File: config.mk
export PLATFORM = sky130hd
export DESIGN_NAME = rnn_core_scheduler
export DESIGN_NICKNAME = d
export VERILOG_FILES = /design/src/rtl/rnn_pkg.sv /design/src/rtl/rnn_core_scheduler_rr_arbiter.sv /design/src/rtl/rnn_core_scheduler.sv
export SDC_FILE = /design/constraint.sdc
export NUM_CORES = 1
export LEC_CHECK = 0
export CAP_MARGIN = 20
export CORE_MARGIN = 2
export CORE_UTILIZATION = 38
export DETAILED_ROUTE_END_ITERATION = 8
export PLACE_DENSITY = 0.7
export SLEW_MARGIN = 20
export SYNTH_ARGS = -nofsm -noshare
export SYNTH_HDL_FRONTEND = slang
export SYNTH_SLANG_ARGS = --single-unit
File: constraint.sdc
create_clock -name clk -period 2.05 [get_ports clk]
set_input_delay 0.205 -clock clk [delete_from_list [all_inputs] [get_ports clk]]
set_output_delay 0.205 -clock clk [all_outputs]
set_load 0.02 [all_outputs]
File: src/rtl/rnn_pkg.sv
// Shared defaults, FSM state encoding and width helper for the RNN core scheduler.
package rnn_pkg;

    localparam int unsigned NCH_DEF     = 4;
    localparam int unsigned W_DEF       = 8;
    localparam int unsigned TIMEOUT_DEF = 15;

    typedef enum logic [1:0] {
        ST_IDLE  = 2'd0,
        ST_ISSUE = 2'd1,
        ST_WAIT  = 2'd2
    } state_t;

    // Bits needed to index n items; never less than one.
    function automatic int unsigned idx_w(input int unsigned n);
        return (n > 1) ? $clog2(n) : 1;
    endfunction

endpackage

File: src/rtl/rnn_core_scheduler_rr_arbiter.sv
// Round-robin pick: the first requesting channel at or after ptr, wrapping.
module rr_arbiter
    import rnn_pkg::*;
#(
    parameter int unsigned N = NCH_DEF,
    localparam int unsigned IW = idx_w(N)
) (
    input  logic [N-1:0]  req,
    input  logic [IW-1:0] ptr,
    output logic [N-1:0]  sel,
    output logic [IW-1:0] idx,
    output logic          valid
);

    int unsigned j;

    always_comb begin
        idx   = '0;
        valid = 1'b0;
        j     = 0;
        for (int unsigned k = 0; k < N; k++) begin
            j = (32'(ptr) + k) % N;
            if (!valid && req[j]) begin
                valid = 1'b1;
                idx   = IW'(j);
            end
        end
    end

    assign sel = valid ? (N'(1) << idx) : '0;

endmodule

File: src/rtl/rnn_core_scheduler.sv
// Time-multiplexes NCH virtual neuron channels onto one shared neuron core,
// holding each channel's membrane state locally between updates.
module rnn_core_scheduler
    import rnn_pkg::*;
#(
    parameter int unsigned NCH     = NCH_DEF,
    parameter int unsigned W       = W_DEF,
    parameter int unsigned TIMEOUT = TIMEOUT_DEF
) (
    input  logic             clk,
    input  logic             rst_n,
    input  logic [NCH-1:0]   req,
    input  logic [NCH*W-1:0] cur_in,
    input  logic             flush,
    output logic [NCH-1:0]   grant,
    output logic             core_valid,
    output logic [W-1:0]     core_current,
    output logic [W-1:0]     core_state,
    input  logic             core_done,
    input  logic [W-1:0]     core_state_nxt,
    input  logic             core_spike,
    output logic [NCH-1:0]   spike_out,
    output logic             busy,
    output logic             err
);

    localparam int unsigned IW = idx_w(NCH);
    localparam int unsigned CW = idx_w(TIMEOUT + 1);

    state_t          state, state_nxt;
    logic [IW-1:0]   ptr, ch, ch_next;
    logic [CW-1:0]   cnt;
    logic            flush_pend;
    logic [W-1:0]    mem     [NCH];
    logic [W-1:0]    cur_arr [NCH];

    logic [NCH-1:0]  arb_sel;
    logic [IW-1:0]   arb_idx;
    logic            arb_valid;

    logic            load, writeback, timeout, do_flush;

    always_comb begin
        for (int unsigned i = 0; i < NCH; i++) begin
            cur_arr[i] = cur_in[i*W +: W];
        end
    end

    rr_arbiter #(.N(NCH)) u_arb (
        .req   (req),
        .ptr   (ptr),
        .sel   (arb_sel),
        .idx   (arb_idx),
        .valid (arb_valid)
    );

    assign ch_next = (ch == IW'(NCH - 1)) ? '0 : ch + IW'(1);

    always_ff @(posedge clk) begin
        if (!rst_n) begin
            state <= ST_IDLE;
        end else begin
            state <= state_nxt;
        end
    end

    // A pending or fresh flush takes the whole IDLE cycle; selection waits a cycle.
    always_comb begin
        state_nxt = state;
        load      = 1'b0;
        writeback = 1'b0;
        timeout   = 1'b0;
        do_flush  = 1'b0;
        case (state)
            ST_IDLE: begin
                if (flush || flush_pend) begin
                    do_flush = 1'b1;
                end else if (arb_valid) begin
                    load      = 1'b1;
                    state_nxt = ST_ISSUE;
                end
            end
            ST_ISSUE: state_nxt = ST_WAIT;
            ST_WAIT: begin
                if (core_done) begin
                    writeback = 1'b1;
                    state_nxt = ST_IDLE;
                end else if (cnt == CW'(TIMEOUT - 1)) begin
                    timeout   = 1'b1;
                    state_nxt = ST_IDLE;
                end
            end
            default: state_nxt = ST_IDLE;
        endcase
    end

    always_ff @(posedge clk) begin
        if (!rst_n) begin
            ptr          <= '0;
            ch           <= '0;
            cnt          <= '0;
            flush_pend   <= 1'b0;
            grant        <= '0;
            core_valid   <= 1'b0;
            core_current <= '0;
            core_state   <= '0;
            spike_out    <= '0;
            busy         <= 1'b0;
            err          <= 1'b0;
            for (int unsigned i = 0; i < NCH; i++) begin
                mem[i] <= '0;
            end
        end else begin
            grant      <= load ? arb_sel : '0;
            core_valid <= load;
            busy       <= (state_nxt != ST_IDLE);
            spike_out  <= '0;
            cnt        <= (state == ST_WAIT) ? cnt + CW'(1) : '0;

            if (load) begin
                ch           <= arb_idx;
                core_current <= cur_arr[arb_idx];
                core_state   <= mem[arb_idx];
            end

            if (writeback || timeout) begin
                core_current <= '0;
                core_state   <= '0;
                ptr          <= ch_next;
            end

            if (writeback) begin
                mem[ch]   <= core_state_nxt;
                spike_out <= core_spike ? (NCH'(1) << ch) : '0;
            end

            if (timeout) begin
                err <= 1'b1;
            end

            if (do_flush) begin
                flush_pend <= 1'b0;
                for (int unsigned i = 0; i < NCH; i++) begin
                    mem[i] <= '0;
                end
            end else if (flush && state != ST_IDLE) begin
                flush_pend <= 1'b1;
            end
        end
    end

endmodule

==> impl_metrics.tcl, run 1 <==
set metrics [dict create \
    crit_family "simple AND/OR/NAND/NOR gates" \
    multi_input_area_um2 1280 \
    pwr-share-seq_pct 50.7 \
    drv_slew 0 \
    finalSetupViolCount 0 \
    yosysWarnings 0 \
    powerDensity_nw_per_um2 733 \
    nFillCells 731 \
    cts_tree "built" \
    drc 0 \
    hold_depth 2 \
    reg2reg_depth 4 \
    power_leakage_nw 1.83 \
    power_switching_uw 806 \
    ios 76 \
    portBuffers 75 \
    worst_slew_pin_slew_ns 0.425 \
    hold_end "core_current[3]$_SDFFE_PP0P_" \
    gp_congestion 0.699 \
    clock_path_buffers 2 \
    die_area_um2 8940 \
    vdd_drop_max_uv 349 \
    drt_iter0_drc 97 \
    max_freq_mhz 567 \
    hp-start "core_current[3]$_SDFFE_PP0P_" \
    crit_buf_inv 1 \
    vias 2261 \
    grt_start_max_net_pins 27 \
    wirelength_um 6900 \
    cts-resized-gates 0 \
    maxSlewHeadroom_pct 71.7 \
    sw_frac_of_total_pct 25.8 \
    area_growth_pct 36.7 \
    clkPwrFrac_pct 33.6 \
    seqCellArea_um2 1720 \
    critical-path-max-stage-delay_ns 0.53 \
    start_util_pct 38.5 \
    timing.final.crit_share_pct 86.1 \
    power.internal_mw 2.31 \
    synth.avg_cell_area_um2 11.9 \
    maxCapViolations 0 \
    finalSetupTns_ns 0 \
    h-tree-depth 3 \
    worstPathRequired_ns 2.26 \
    coreArea_um2 8090 \
    layout_min_cycle_time_ns 1.76 \
    die_w_um 94.5 \
    post_cts_buffers 0 \
    cts_hold_buf 0 \
    r2r-start "state[1]$_SDFF_PN0_" \
    wl_per_cell_um 15.0 \
    cp_slowest_cell "or4_4" \
    combPwrFrac_pct 15.7 \
    r2r-end "mem[3][0]$_SDFFCE_PN0P_" \
    grt_use_total_pct 16.0 \
    arrival_ns 1.98 \
    cts_sinks 70 \
    drive_above_1_share_pct 13.8 \
    grt_pass1_vias 2338 \
    synth_seq_area_share_pct 55.3 \
    synthDistinctLibCells 41 \
    status "complete, no violations" \
    ys_seq_elements 70 \
    dp_hpwl_um 4920 \
    crit_type "primary input to flip-flop" \
    netlist_instances 261 \
    crit_chain "clkdlybuf4s50_1 > or4_4 > and3_4 > and2_4 > nand2_4 > o221ai_1" \
    final_util_pct 52.6 \
    antenna_found_initial 0 \
    dpl_worst_slack_ns -0.0864 \
    final_hold_viol_count 0 \
    cts-buffers-inserted 9 \
    r2r_setup_slack_ns 0.35 \
    cts.clk_slew.worst_paths_ns 0.07 \
    critPathCaptureType "flip-flop" \
    syn_area_um2 3120 \
    worst_slack_ns 0.286 \
    grt_pass1_wl_um 11000 \
    die_h_um 94.5 \
    fin_nets 405 \
    rows 33 \
    grt_setup_unrepaired "no" \
    ant_nets 0 \
    clockRootBuffer "clkbuf_8" \
    grt-ovfl-total 0 \
    n_antenna_cell 0 \
    hold_path.class "flip-flop to flip-flop" \
    syn_nets 316 \
    crit_fanout 17 \
    clock_latency_ns 0.34 \
    vias_per_cell 4.92 \
    critPathLaunchType "primary input" \
    finalClockSkew_ns 0.00744 \
    drtPass1Iterations 4 \
]
## flip-flops by register name, indices dropped and copies added, names as in the netlist
register and cells:
core_state 8, mem 32, cnt 4, core_current 8, ptr 2, ch 2
err 1, busy 1, grant 4, spike_out 4, state 2, flush_pend 1
core_valid 1
## worst reg2reg max path, delay by kind of cell (launching register included)
kind          cells  cell delay [ns]
flops             1             0.43
simple gates      4             0.93
## final cells by class
cell class | count | share of cell area [%]
Clock buffer | 11 | 3.58
Clock inverter | 5 | 0.705
Timing Repair Buffer | 92 | 21.5
Tap cell | 105 | 3.08
Multi-Input combinational cell | 170 | 30.1
Sequential cell | 70 | 40.4
Inverter | 7 | 0.617
## cells by family (layout without fill, tap and decap cells)
group,after synthesis,in the layout,synth area share [%]
adder cells (fa/ha/maj),6,6,2.41
XOR/XNOR,2,2,0.562
buffers and inverters,21,115,4.06
flip-flops,70,70,55.3
AO/OA/AOI/OAI,33,33,10.2
AND/OR/NAND/NOR,95,95,16.6
multiplexers,34,34,10.9
## per-layer routing
metal | part of all wire (%) | vias to the layer above | track usage (%)
met5 | 0 | - | 0
met4 | 2.0 | 0 | 8.33
met3 | 6.2 | 11 | 2.95
met2 | 46 | 66 | 25.9
met1 | 46 | 1048 | 20.5
li1 | - | 1136 | -
## synthesized netlist by cell type (all sizes together)
cell	instances	area, um2
a21boi	2	15.0
a21o	1	7.51
a21oi	3	15.0
a221oi	2	17.5
a22oi	1	7.51
a31oi	1	6.26
and2	4	27.5
and3	35	224
buf	9	81.3
clkbuf	5	18.8
dfxtp	38	761
edfxtp	32	961
ha	6	75.1
inv	7	26.3
mux2i	34	340
nand2	29	116
nand2b	2	20.0
nand3	2	10.0
nor2	10	37.5
nor2b	5	31.3
nor3	5	25.0
nor3b	1	7.51
o21a	1	7.51
o21ai	3	15.0
o221ai	16	203
o22ai	1	6.26
o31a	2	17.5
or2	1	6.26
or4	1	11.3
xnor2	1	8.76
xor2	1	8.76
## power by group through the flow
stage / Sequential [mW] / Combinational (mW) / Clock [mW]
after floorplan: 1.64 / 0.217 / 0
after global placement: 1.61 / 0.486 / 0
after detailed placement: 1.61 / 0.495 / 0
after CTS: 1.58 / 0.497 / 1.06
after global routing: 1.59 / 0.531 / 1.12
final: 1.58 / 0.490 / 1.05
## layout by cell type (no fill, tap or decap), types with 2 or more instances in the layout
cell	n
a21oi_1	3
nand2_1	28
o221ai_1	6
mux2i_1	34
dfxtp_1	38
clkdlybuf4s50_1	75
a221oi_1	2
inv_1	7
and3_1	34
o31a_1	2
and2_1	2
ha_1	6
nor3_1	5
buf_4	14
buf_12	3
clkinv_2	2
nor2_1	10
nand3_1	2
clkbuf_8	9
o21ai_0	3
o221ai_2	10
edfxtp_1	32
a21boi_0	2
inv_4	2
nor2b_1	5
## how the worst max path moves through the flow
stage	startpoint	end	slack (ns)	depth (start not counted)
2_1_floorplan	state[1]$_SDFF_PN0_	mem[1][0]$_SDFFCE_PN0P_	0.25	6
3_3_place_gp	req[1]	core_current[2]$_SDFFE_PP0P_	-0.05	6
3_5_place_dp	req[1]	core_current[2]$_SDFFE_PP0P_	-0.09	6
4_1_cts	req[1]	core_current[2]$_SDFFE_PP0P_	0.28	6
5_1_grt	state[1]$_SDFF_PN0_	mem[3][1]$_SDFFCE_PN0P_	0.15	4
6_report	req[1]	core_current[3]$_SDFFE_PP0P_	0.29	6
## metrics by stage
stage          std cells  total power [mW]  cell area (um2)  hold WS (ns)
3_5_place_dp         444              2.11             4080         0.454
3_3_place_gp         444              2.10             4080         0.443
6_report             460              3.12             4260         0.466
2_1_floorplan        261              1.86             3120         0.392
5_1_grt              460              3.24             4260         0.494
4_1_cts              460              3.14             4260         0.471
(Power assumes the default switching activity.)
==> run 2, diff against run 1 <==
- CORE_UTILIZATION: 38 -> 60
- DONT_BUFFER_PORTS: default -> 1
- PLACE_DENSITY: 0.7 -> 0.82
==> run 2 against run 1 <==
Compared with the run above:
- worst setup slack better by 0.032 ns
- fmax grew 1.8%
- global-route usage grew 6.2 points
- first-iteration DRC count fell by 22%
- final cell count decreased by 26%
- utilization rose by 14 points
- wire length decreased by 13%
- critical endpoint is now mem[2][4]$_SDFFCE_PN0P_
- largest cell class unchanged
- largest power group unchanged
==> impl_metrics.tcl, run 2 (synthesis gave the netlist of run 1 again) <==
set metrics [dict create \
    m1WireLength_um 2690 \
    die_area_um2 5790 \
    layout_min_cycle_time_ns 1.73 \
    top_layer_used "met4" \
    crit_type "flip-flop to flip-flop" \
    powerDensity_nw_per_um2 900 \
    top_regs "mem: 32 flops, core_current: 8 flops, core_state: 8 flops" \
    finalSetupViolCount 0 \
    critical-path-max-stage-delay_ns 0.44 \
    final_area_um2 3400 \
    ios 76 \
    ant_nets 0 \
    h-tree-depth 3 \
    arrival_ns 1.74 \
    status "complete, no violations" \
    drive_above_1_share_pct 13.8 \
    r2r-start "state[1]$_SDFF_PN0_" \
    drc 0 \
    timing.hold.ws_ns 0.0162 \
    drtPass1Iterations 4 \
    portBuffers 0 \
    cts_sinks 70 \
    hold_end "flush_pend$_SDFFE_PP0P_" \
    maxSlewHeadroom_pct 70.9 \
    drv_slew 0 \
    crit_top_cell "nand2_1" \
    gp_congestion 0.715 \
    max_freq_mhz 577 \
    clockRootBuffer "clkbuf_8" \
    grt_pass1_wl_um 10100 \
    worstPathRequired_ns 2.06 \
    critPathLaunchType "flip-flop" \
    crit_chain "nor2b_1 > and3_1 > nand2_1 > nand2_1" \
    largest_register_ffs 32 \
    maxCapViolations 0 \
    grt_start_max_net_pins 38 \
    antenna_found_initial 0 \
    place_area_um2 3170 \
    wirelength_um 6010 \
    die_w_um 76.1 \
    cts-resized-gates 0 \
    reg2reg_depth 4 \
    final_common_cell "dfxtp_1" \
    largest_register "mem" \
    crit_start "state[1]$_SDFF_PN0_" \
    mostFrequentLayoutCells "38 x dfxtp_1, 34 x and3_1, 34 x mux2i_1" \
    dr_wl_met3_um 452 \
    cts-buffers-inserted 9 \
    p_total_mw 3.06 \
    grt_pass1_vias 1997 \
    start_util_pct 61.4 \
    drt_iter0_drc 76 \
    timing.final.crit_share_pct 84.5 \
    dp_hpwl_um 4240 \
    crit_buf_inv 0 \
    hp-start "rst_n" \
    hold_path.class "primary input to flip-flop" \
    crit_fanout 8 \
    cts_tree "built" \
    n_antenna_cell 0 \
    finalClockSkew_ns 0.0140 \
    cts.clk_slew.worst_paths_ns 0.07 \
    clock_path_buffers 2 \
    r2r-end "mem[2][4]$_SDFFCE_PN0P_" \
    area_growth_pct 9.00 \
    hold_depth 1 \
    cp_slowest_cell "dfxtp_1" \
    met2WireLength_um 2740 \
    power_leakage_nw 1.50 \
    grt_use_total_pct 22.2 \
    critPathCaptureType "flip-flop" \
    worst_slew_pin_slew_ns 0.436 \
    clock_latency_ns 0.35 \
    vias_per_cell 5.86 \
    wl_per_cell_um 17.7 \
    coreArea_um2 5070 \
    crit_family "simple AND/OR/NAND/NOR gates" \
    r2r_setup_slack_ns 0.32 \
    grt_setup_unrepaired "no" \
    final_hold_viol_count 0 \
    die_h_um 76.1 \
    vias 1985 \
    rows 26 \
    finalSetupTns_ns 0 \
    fin_nets 319 \
    grt-ovfl-total 0 \
    vdd_drop_max_uv 493 \
]
## run 2: cell types whose count changed in the layout (fill, tap and decap cells not counted), sizes merged
cell	change
buf	-12
clkinv	-2
clkinvlp	-1
clkbuf	+4
clkdlybuf4s50	-75
dlygate4sd3	+1
inv	-1
## run 2: final cells by class
class | instances | area [um2]
multi-input combinational | 170 | 1280
tap | 70 | 87.6
clock inverter | 1 | 6.26
clock buffer | 15 | 213
timing repair buffer | 6 | 60.1
sequential | 70 | 1720
fill | 371 | 1680
inverter | 7 | 26.3
## run 2: worst max-delay path by stage
stage | end | cells after the start
3_5_place_dp | mem[2][2]$_SDFFCE_PN0P_ | 4
4_1_cts | mem[2][4]$_SDFFCE_PN0P_ | 4
2_1_floorplan | mem[1][0]$_SDFFCE_PN0P_ | 6
3_3_place_gp | core_current[0]$_SDFFE_PP0P_ | 5
5_1_grt | mem[2][4]$_SDFFCE_PN0P_ | 4
6_report | mem[2][4]$_SDFFCE_PN0P_ | 4
## run 2: report_power, final
group	total, mW	switching [mW]	internal, mW
Clock	1.17	0.506	0.669
Sequential	1.63	0.0821	1.54
Combinational	0.253	0.146	0.107
## run 2: what timing repair did
action                                 CTS  global route
endpoints found under the hold margin    6             0
buffers inserted                         0             0
hold buffers                             1             0
## run 2: layer usage
| metal | global-route usage (%) | vias to the layer above |
|---|---|---|
| met3 | 10.2 | 9 |
| met4 | 9.45 | 0 |
| met2 | 33.8 | 74 |
| li1 | - | 972 |
| met5 | 0 | - |
| met1 | 27.5 | 930 |
## run 2: per-stage QoR
| stage | setup WS [ns] | instances | utilization (%) |
|---|---|---|---|
| after global routing | 0.180 | 339 | 66.9 |
| after CTS | 0.312 | 339 | 66.9 |
| final | 0.318 | 339 | 66.9 |
| after detailed placement | 0.328 | 322 | 62.4 |
| after global placement | 0.379 | 322 | 62.4 |
| after floorplan | 0.246 | 261 | - |
